<file path="src/rtl/pulse_meter_pkg.sv">
// Shared types and constants for the pulse_meter block.
package pulse_meter_pkg;

    localparam int DEFAULT_WIDTH = 8;

    typedef enum logic [1:0] {
        ARM  = 2'd0,
        IDLE = 2'd1,
        MEAS = 2'd2,
        DONE = 2'd3
    } state_t;

endpackage

</file>
<file path="src/rtl/pulse_sync.sv">
// Input conditioning for pulse_meter: optional two-flop synchronizer (PULSE_METER_SYNC_EN),
// the sampled signal s, its delayed copy and the rise/fall strobes.
module pulse_sync (
    input  logic clk,
    input  logic rst,
    input  logic pulse_in,
    output logic s,
    output logic rise,
    output logic fall,
    output logic ready
);

    logic s_d;
    logic s_next;

`ifdef PULSE_METER_SYNC_EN
    logic [1:0] meta;
    logic [2:0] prime;

    // ready marks the first cycle in which s reflects a genuinely sampled pulse_in after reset.
    always_ff @(posedge clk) begin
        if (rst) begin
            meta  <= '0;
            prime <= '0;
        end else begin
            meta  <= {meta[0], pulse_in};
            prime <= {prime[1:0], 1'b1};
        end
    end

    assign s_next = meta[1];
    assign ready  = prime[2];
`else
    logic prime;

    always_ff @(posedge clk) begin
        if (rst) begin
            prime <= 1'b0;
        end else begin
            prime <= 1'b1;
        end
    end

    assign s_next = pulse_in;
    assign ready  = prime;
`endif

    always_ff @(posedge clk) begin
        if (rst) begin
            s   <= 1'b0;
            s_d <= 1'b0;
        end else begin
            s   <= s_next;
            s_d <= s;
        end
    end

    assign rise = s & ~s_d;
    assign fall = ~s & s_d;

endmodule

</file>
<file path="src/rtl/pulse_meter.sv">
// Measures the high time of pulse_in in clk cycles and hands it over with a valid/ack handshake.
// Define PULSE_METER_SYNC_EN to add a two-flop synchronizer in front of the sampler.
module pulse_meter
    import pulse_meter_pkg::*;
#(
    parameter int WIDTH = DEFAULT_WIDTH
) (
    input  logic             clk,
    input  logic             rst,
    input  logic             pulse_in,
    input  logic             ack,
    output logic [WIDTH-1:0] width,
    output logic             valid,
    output logic             ovf,
    output logic             missed
);

    localparam logic [WIDTH-1:0] CNT_MAX = '1;

    state_t           state;
    state_t           state_next;
    logic             s;
    logic             rise;
    logic             fall;
    logic             ready;
    logic [WIDTH-1:0] cnt;
    logic             cnt_ovf;

    pulse_sync u_sync (
        .clk      (clk),
        .rst      (rst),
        .pulse_in (pulse_in),
        .s        (s),
        .rise     (rise),
        .fall     (fall),
        .ready    (ready)
    );

    always_ff @(posedge clk) begin
        if (rst) begin
            state <= ARM;
        end else begin
            state <= state_next;
        end
    end

    // ARM only releases once s is trustworthy and low, so a pulse already high is never caught mid-way.
    always_comb begin
        state_next = state;
        case (state)
            ARM:     if (ready && !s) state_next = IDLE;
            IDLE:    if (rise)        state_next = MEAS;
            MEAS:    if (fall)        state_next = DONE;
            DONE:    if (valid && ack) state_next = ARM;
            default:                  state_next = ARM;
        endcase
    end

    always_ff @(posedge clk) begin
        if (rst) begin
            cnt     <= '0;
            cnt_ovf <= 1'b0;
            width   <= '0;
            ovf     <= 1'b0;
            valid   <= 1'b0;
            missed  <= 1'b0;
        end else begin
            if (state == IDLE && rise) begin
                cnt     <= WIDTH'(1);
                cnt_ovf <= 1'b0;
            end else if (state == MEAS && s) begin
                if (cnt == CNT_MAX) begin
                    cnt_ovf <= 1'b1;
                end else begin
                    cnt <= cnt + WIDTH'(1);
                end
            end

            if (state == MEAS && fall) begin
                width <= cnt;
                ovf   <= cnt_ovf;
                valid <= 1'b1;
            end else if (state == DONE && valid && ack) begin
                valid <= 1'b0;
            end

            if (state == DONE && rise) begin
                missed <= 1'b1;
            end
        end
    end

endmodule

</file>
<file path="config.mk">
export PLATFORM = sky130hd
export DESIGN_NAME = pulse_meter
export DESIGN_NICKNAME = d
export VERILOG_FILES = /design/src/rtl/pulse_meter_pkg.sv /design/src/rtl/pulse_sync.sv /design/src/rtl/pulse_meter.sv
export SDC_FILE = /design/constraint.sdc
export NUM_CORES = 1
export LEC_CHECK = 0
export ABC_AREA = 1
export CORE_MARGIN = 3
export CORE_UTILIZATION = 45
export CTS_BUF_LIST = sky130_fd_sc_hd__clkbuf_8
export DETAILED_ROUTE_END_ITERATION = 12
export MAX_ROUTING_LAYER = met4
export PLACE_DENSITY_LB_ADDON = 0.3
export RECOVER_POWER = 25
export SKIP_LAST_GASP = 1
export SLEW_MARGIN = 40
export SYNTH_ARGS = -nofsm -noshare
export SYNTH_HDL_FRONTEND = slang
export SYNTH_HIERARCHICAL = 1
export SYNTH_SLANG_ARGS = --single-unit
</file>
<file path="constraint.sdc">
create_clock -name clk -period 2.6 [get_ports clk]
set_input_delay 0.26 -clock clk [delete_from_list [all_inputs] [get_ports clk]]
set_output_delay 0.26 -clock clk [all_outputs]
set_load 0.01 [all_outputs]
</file>
# Yosys cells after proc, flatten, opt, wreduce, memory -nomap -nowiden
# Index checks and enable logic that the tools add are counted.
# totals
regBits	25
in_bits	4
output_inout_bits	11
wordCells	54
# op_classes
addsub	1
n_eq_ne	9
n_mux	11
bitwise_logic	5
n_reduce_logical	17
# op_table
operator	n
$ne 2x2->1 const B	5
$add 8x1->8 const B	1
$eq 8x8->1 const B	1
$logic_and 1x1->1	8
$mux 2	4
$pmux 2 s4	1
$mux 1	6
$reduce_and 2->1	3
$eq 2x2->1 const B	2
$reduce_and 4->1	1
$reduce_bool 2->1	2
$not 1->1	3
$and 1x1->1	2
$eq 2x1->1 const B	1
$logic_not 2->1	1
$reduce_or 2->1	1
$logic_not 1->1	1

# Logic depth before layout (Yosys ltp)
# logic_depth
ltp_word	5
depth_mapped	8

# Cells and area by module
# Netlist, hierarchy kept.
# by_module_without_submodules
mod	n_inst	cells_per_inst	area_each_um2
pulse_meter	1	147	1058.5
pulse_sync	1	11	90.1

# Worst setup path after synthesis
# No wires, ideal clock.
# synth_path
path_type	reg-to-reg
startpoint	reg state[0]
endpoint	reg cnt[7]
setup_time_ns	0.113
arrival_ns	1.231
slack_ns	1.256
path_stages_with_launch	9
n_path_buf	0
path_cell_list	dfxtp_1 -> inv_1 -> ha_1 -> nand2_1 -> clkinv_1 -> nand2_4 -> nor2_1 -> nor2_1 -> nor2_1
# synth_via
elab_chain_cells	3
elab_cells_between_ends	6
classes_between	eq/ne (2); reduce/logical (4)
# synth_rtl
element	line	text
start, declared	pulse_meter.sv:20	state_t state;
start signal, assigned	pulse_meter.sv:43	state <= state_next;
$eq 2x2->1 or $eq 2x1->1 (tied branches)	pulse_meter.sv:71, pulse_meter.sv:68	
$logic_and 1x1->1, on equally long branches	pulse_meter.sv:71, pulse_meter.sv:68	
$reduce_and 2->1 (no source line) or $reduce_or 2->1 (tied branches)	-	
end signal, assigned	pulse_meter.sv:75	cnt <= cnt + WIDTH'(1);
end, declared	pulse_meter.sv:26	logic [WIDTH-1:0] cnt;
# Parallel ways exist; a longest one is shown, timed or not.
# A chain may end at the register's enable or synchronous reset.

# Worst setup path after layout
# Ends and elaborated chain as after synthesis.

==> summary.md <==
| Metric | Value |
|---|---|
| Status | `complete, no violations` |
| Sequential area share after synthesis | `43.6%` |
| Post-Syn Area | `1150 µm²` |
| Number of global-route vias before repair | `936` |
| Kind of critical path | `flop to flop` |
| Worst reg2reg startpoint | `state[0]$_SDFFE_PP0P_` |
| Post-DP Area | `1310 µm²` |
| Global route overflow | `0` |
| Yosys top cell by area | `dfxtp_1` |
| Worst Setup Start Kind | `flop` |
| First-pass GRT wire length | `3950 µm` |
| Syn avg cell area | `7.27 µm²` |
| CTS tree | `done` |
| Count leader, synth | `nand2_1` |
| Post-route cell area | `1360 µm²` |
| Nets@finish | `184` |
| Worst R2R End | `cnt[7]$_SDFFE_PP0P_` |
| Top FF cell, synth | `dfxtp_1` |
| Peak VDD IR | `0.414 mV` |
| Setup TNS | `0 ns` |
| RSZ-0062 raised after global routing | `no` |
| Synth-to-Final Area Change | `18.5%` |
| Flop2flop setup slack | `0.99 ns` |
| CTS Buffer Depth | `2` |
| Die width | `56.5 µm` |
| Worst setup endpoint | `cnt[7]$_SDFFE_PP0P_` |
| DP HPWL | `1740 µm` |
| Routed length per instance | `11.3 µm` |
| Synth warn | `6` |
| Final hold viol count | `0` |
| Worst slew pin tran | `0.347 ns` |
| EDFF count, synth | `0` |
| Drt total wl | `2280 µm` |
| Post-synth top cells | `nand2_1, nor2_1, dfxtp_1` |
| CTS Hold Buffers Added | `0` |
| Largest family of logic cells by synthesized area | `simple AND/OR/NAND/NOR gates` |
| Clk sinks | `25` |
| Post-synthesis compound-gate area fraction | `11.7%` |
| Final period util | `61.9%` |
| #FFs+latches synth | `25` |
| Via density | `4.83` |
| Total GRT Usage | `15.9%` |
| Row count | `17` |
| DRC viols | `0` |
| Xor and xnor fraction of the mapped netlist area | `0.763%` |
| Simple-gate share of the synthesized area | `30.7%` |
| Biggest regs | `cnt: 8 flops, width: 8 flops, state: 2 flops` |
| Leakage power | `0.583 nW` |
| Post-synthesis async set-or-reset flop share | `0%` |
| Power density cells | `611 nW/µm²` |
| Post-route ant nets | `0` |
| Clk pin slew, worst setup/hold paths | `0.09 ns` |
| # setup viols final | `0` |
| Worst-Skew Late Latency | `0.26 ns` |
| PostCTS Resize Cnt | `0` |
| Share of cells above drive strength 1 | `6.90%` |
| Overall die area | `3190 µm²` |
| Net Count, Synth | `167` |
| Setup skew after layout | `0.00317 ns` |
| Setup bufs post-CTS | `0` |
| Number of max-cap violations | `0` |
| Maximum level of the CTS H-tree | `1` |
| GPL Wtd Cong | `0.856` |
| CTS Buf Count | `3` |
| Antenna violations before repair | `0` |
| Initial Util | `49.5%` |
| Synth top area share | `43.6%` |
| Die H | `56.5 µm` |
| Tmin final | `1.61 ns` |
| Pin count of the biggest net entering global routing | `16` |
| CP max FO | `9` |
| Worst EP arrival | `1.78 ns` |
| Core ar. | `2320 µm²` |
| PortBufs | `14` |
| Top cells by area, synth | `dfxtp_1, nand2_1, nor2_1, inv_1, ha_1` |
| Synth Instances | `158` |
| Hold path start | `cnt_ovf$_SDFFE_PP0P_` |
| Area share of fa/ha/maj cells after synthesis | `5.45%` |
| Drt initial violations | `19` |
| Crit path capture type | `flop` |
| R2R depth | `8` |
| Post-synthesis mux area share | `0%` |
| Final max-slew violation count | `0` |
| CP startpoint | `state[0]$_SDFFE_PP0P_` |
| Yosys cell types | `20` |
| Vias | `975` |
| Data required, critical path | `2.77 ns` |
| HP Class | `flop to flop` |
| # diodes | `0` |
| Drt pass-1 iters | `4` |
| Rel. slew slack | `76.8%` |
| Clk root buf | `clkbuf_8` |
| FMAX | `621 MHz` |
| Ports | `15` |
-- through the flow --
stage	worst slack, ns	hold slack (ns)	instances	total power (W)	utilization, %
6_report	0.990	0.474	202	0.000832	58.7
5_1_grt	0.819	0.508	202	0.000882	58.7
4_1_cts	0.983	0.475	202	0.000839	58.7
3_5_place_dp	0.873	0.468	198	0.000614	56.6
3_3_place_gp	0.945	0.442	198	0.000608	56.6
2_1_floorplan	1.26	0.317	158	0.000562	-
-- where the power goes --
group | leakage, nW | internal (W) | switching [W] | total, W
Combinational | 0.358 | 0.0000707 | 0.000102 | 0.000173
Sequential | 0.203 | 0.000408 | 0.0000238 | 0.000432
Clock | 0.0217 | 0.000108 | 0.000119 | 0.000228
-- logic make-up after synthesis --
kind of cell             Yosys count
AND/OR/NAND/NOR                   79
AO/OA/AOI/OAI                     25
flip-flops                        25
buffers and inverters             23
adder cells (fa/ha/maj)            5
XOR/XNOR                           1
-- layout by cell type, fill, tap and decap left out --
| cell type | instances |
|---|---|
| nand2_4 | 2 |
| clkdlybuf4s50_1 | 9 |
| dlygate4sd3_1 | 5 |
| xor2_1 | 1 |
| nand2_1 | 31 |
| ha_1 | 5 |
| nor2_2 | 1 |
| nor2_1 | 28 |
| o22ai_1 | 1 |
| nand3_1 | 10 |
| clkbuf_8 | 3 |
| inv_1 | 20 |
| a21oi_2 | 2 |
| nand2_2 | 1 |
| nor3_1 | 1 |
| clkinvlp_4 | 1 |
| o21ai_0 | 11 |
| nand4_1 | 3 |
| dfxtp_1 | 25 |
| a21oi_1 | 11 |
| nor2_4 | 2 |
| clkinv_1 | 1 |
-- final cells by class --
type,count,area (µm²)
Multi-Input combinational cell,110,558
Timing Repair Buffer,14,140
Clock buffer,3,41.3
Clock inverter,1,7.51
Fill cell,209,957
Sequential cell,25,500
Inverter,21,78.8
Tap cell,28,35.0
-- worst min-delay path by stage --
stage	slack [ns]	end	depth (start not counted)
2_1_floorplan	0.32	u_sync/ready$_DFF_P_	1
3_3_place_gp	0.44	ovf$_SDFFE_PP0P_	2
3_5_place_dp	0.47	ovf$_SDFFE_PP0P_	2
4_1_cts	0.48	ovf$_SDFFE_PP0P_	2
5_1_grt	0.51	ovf$_SDFFE_PP0P_	2
6_report	0.47	ovf$_SDFFE_PP0P_	2
-- metal layers --
layer  global-route usage [%]  routed length, µm  vias to the layer above
li1                         -                  -                      531
met1                     19.4               1150                      433
met2                     26.6               1060                        9
met3                     3.45                 58                        2
met4                     4.07                 12                        0
met5                        -                  0                        -
-- worst max-delay path, cell delays in order, from the launching register on --
cell,delay [ns]
dfxtp_1,0.39
inv_1,0.08
ha_1,0.25
nand2_1,0.13
clkinv_1,0.28
nand2_4,0.19
nor2_1,0.06
nor2_1,0.09
nor2_1,0.05
Note: power is estimated with default switching activity, not from simulation.
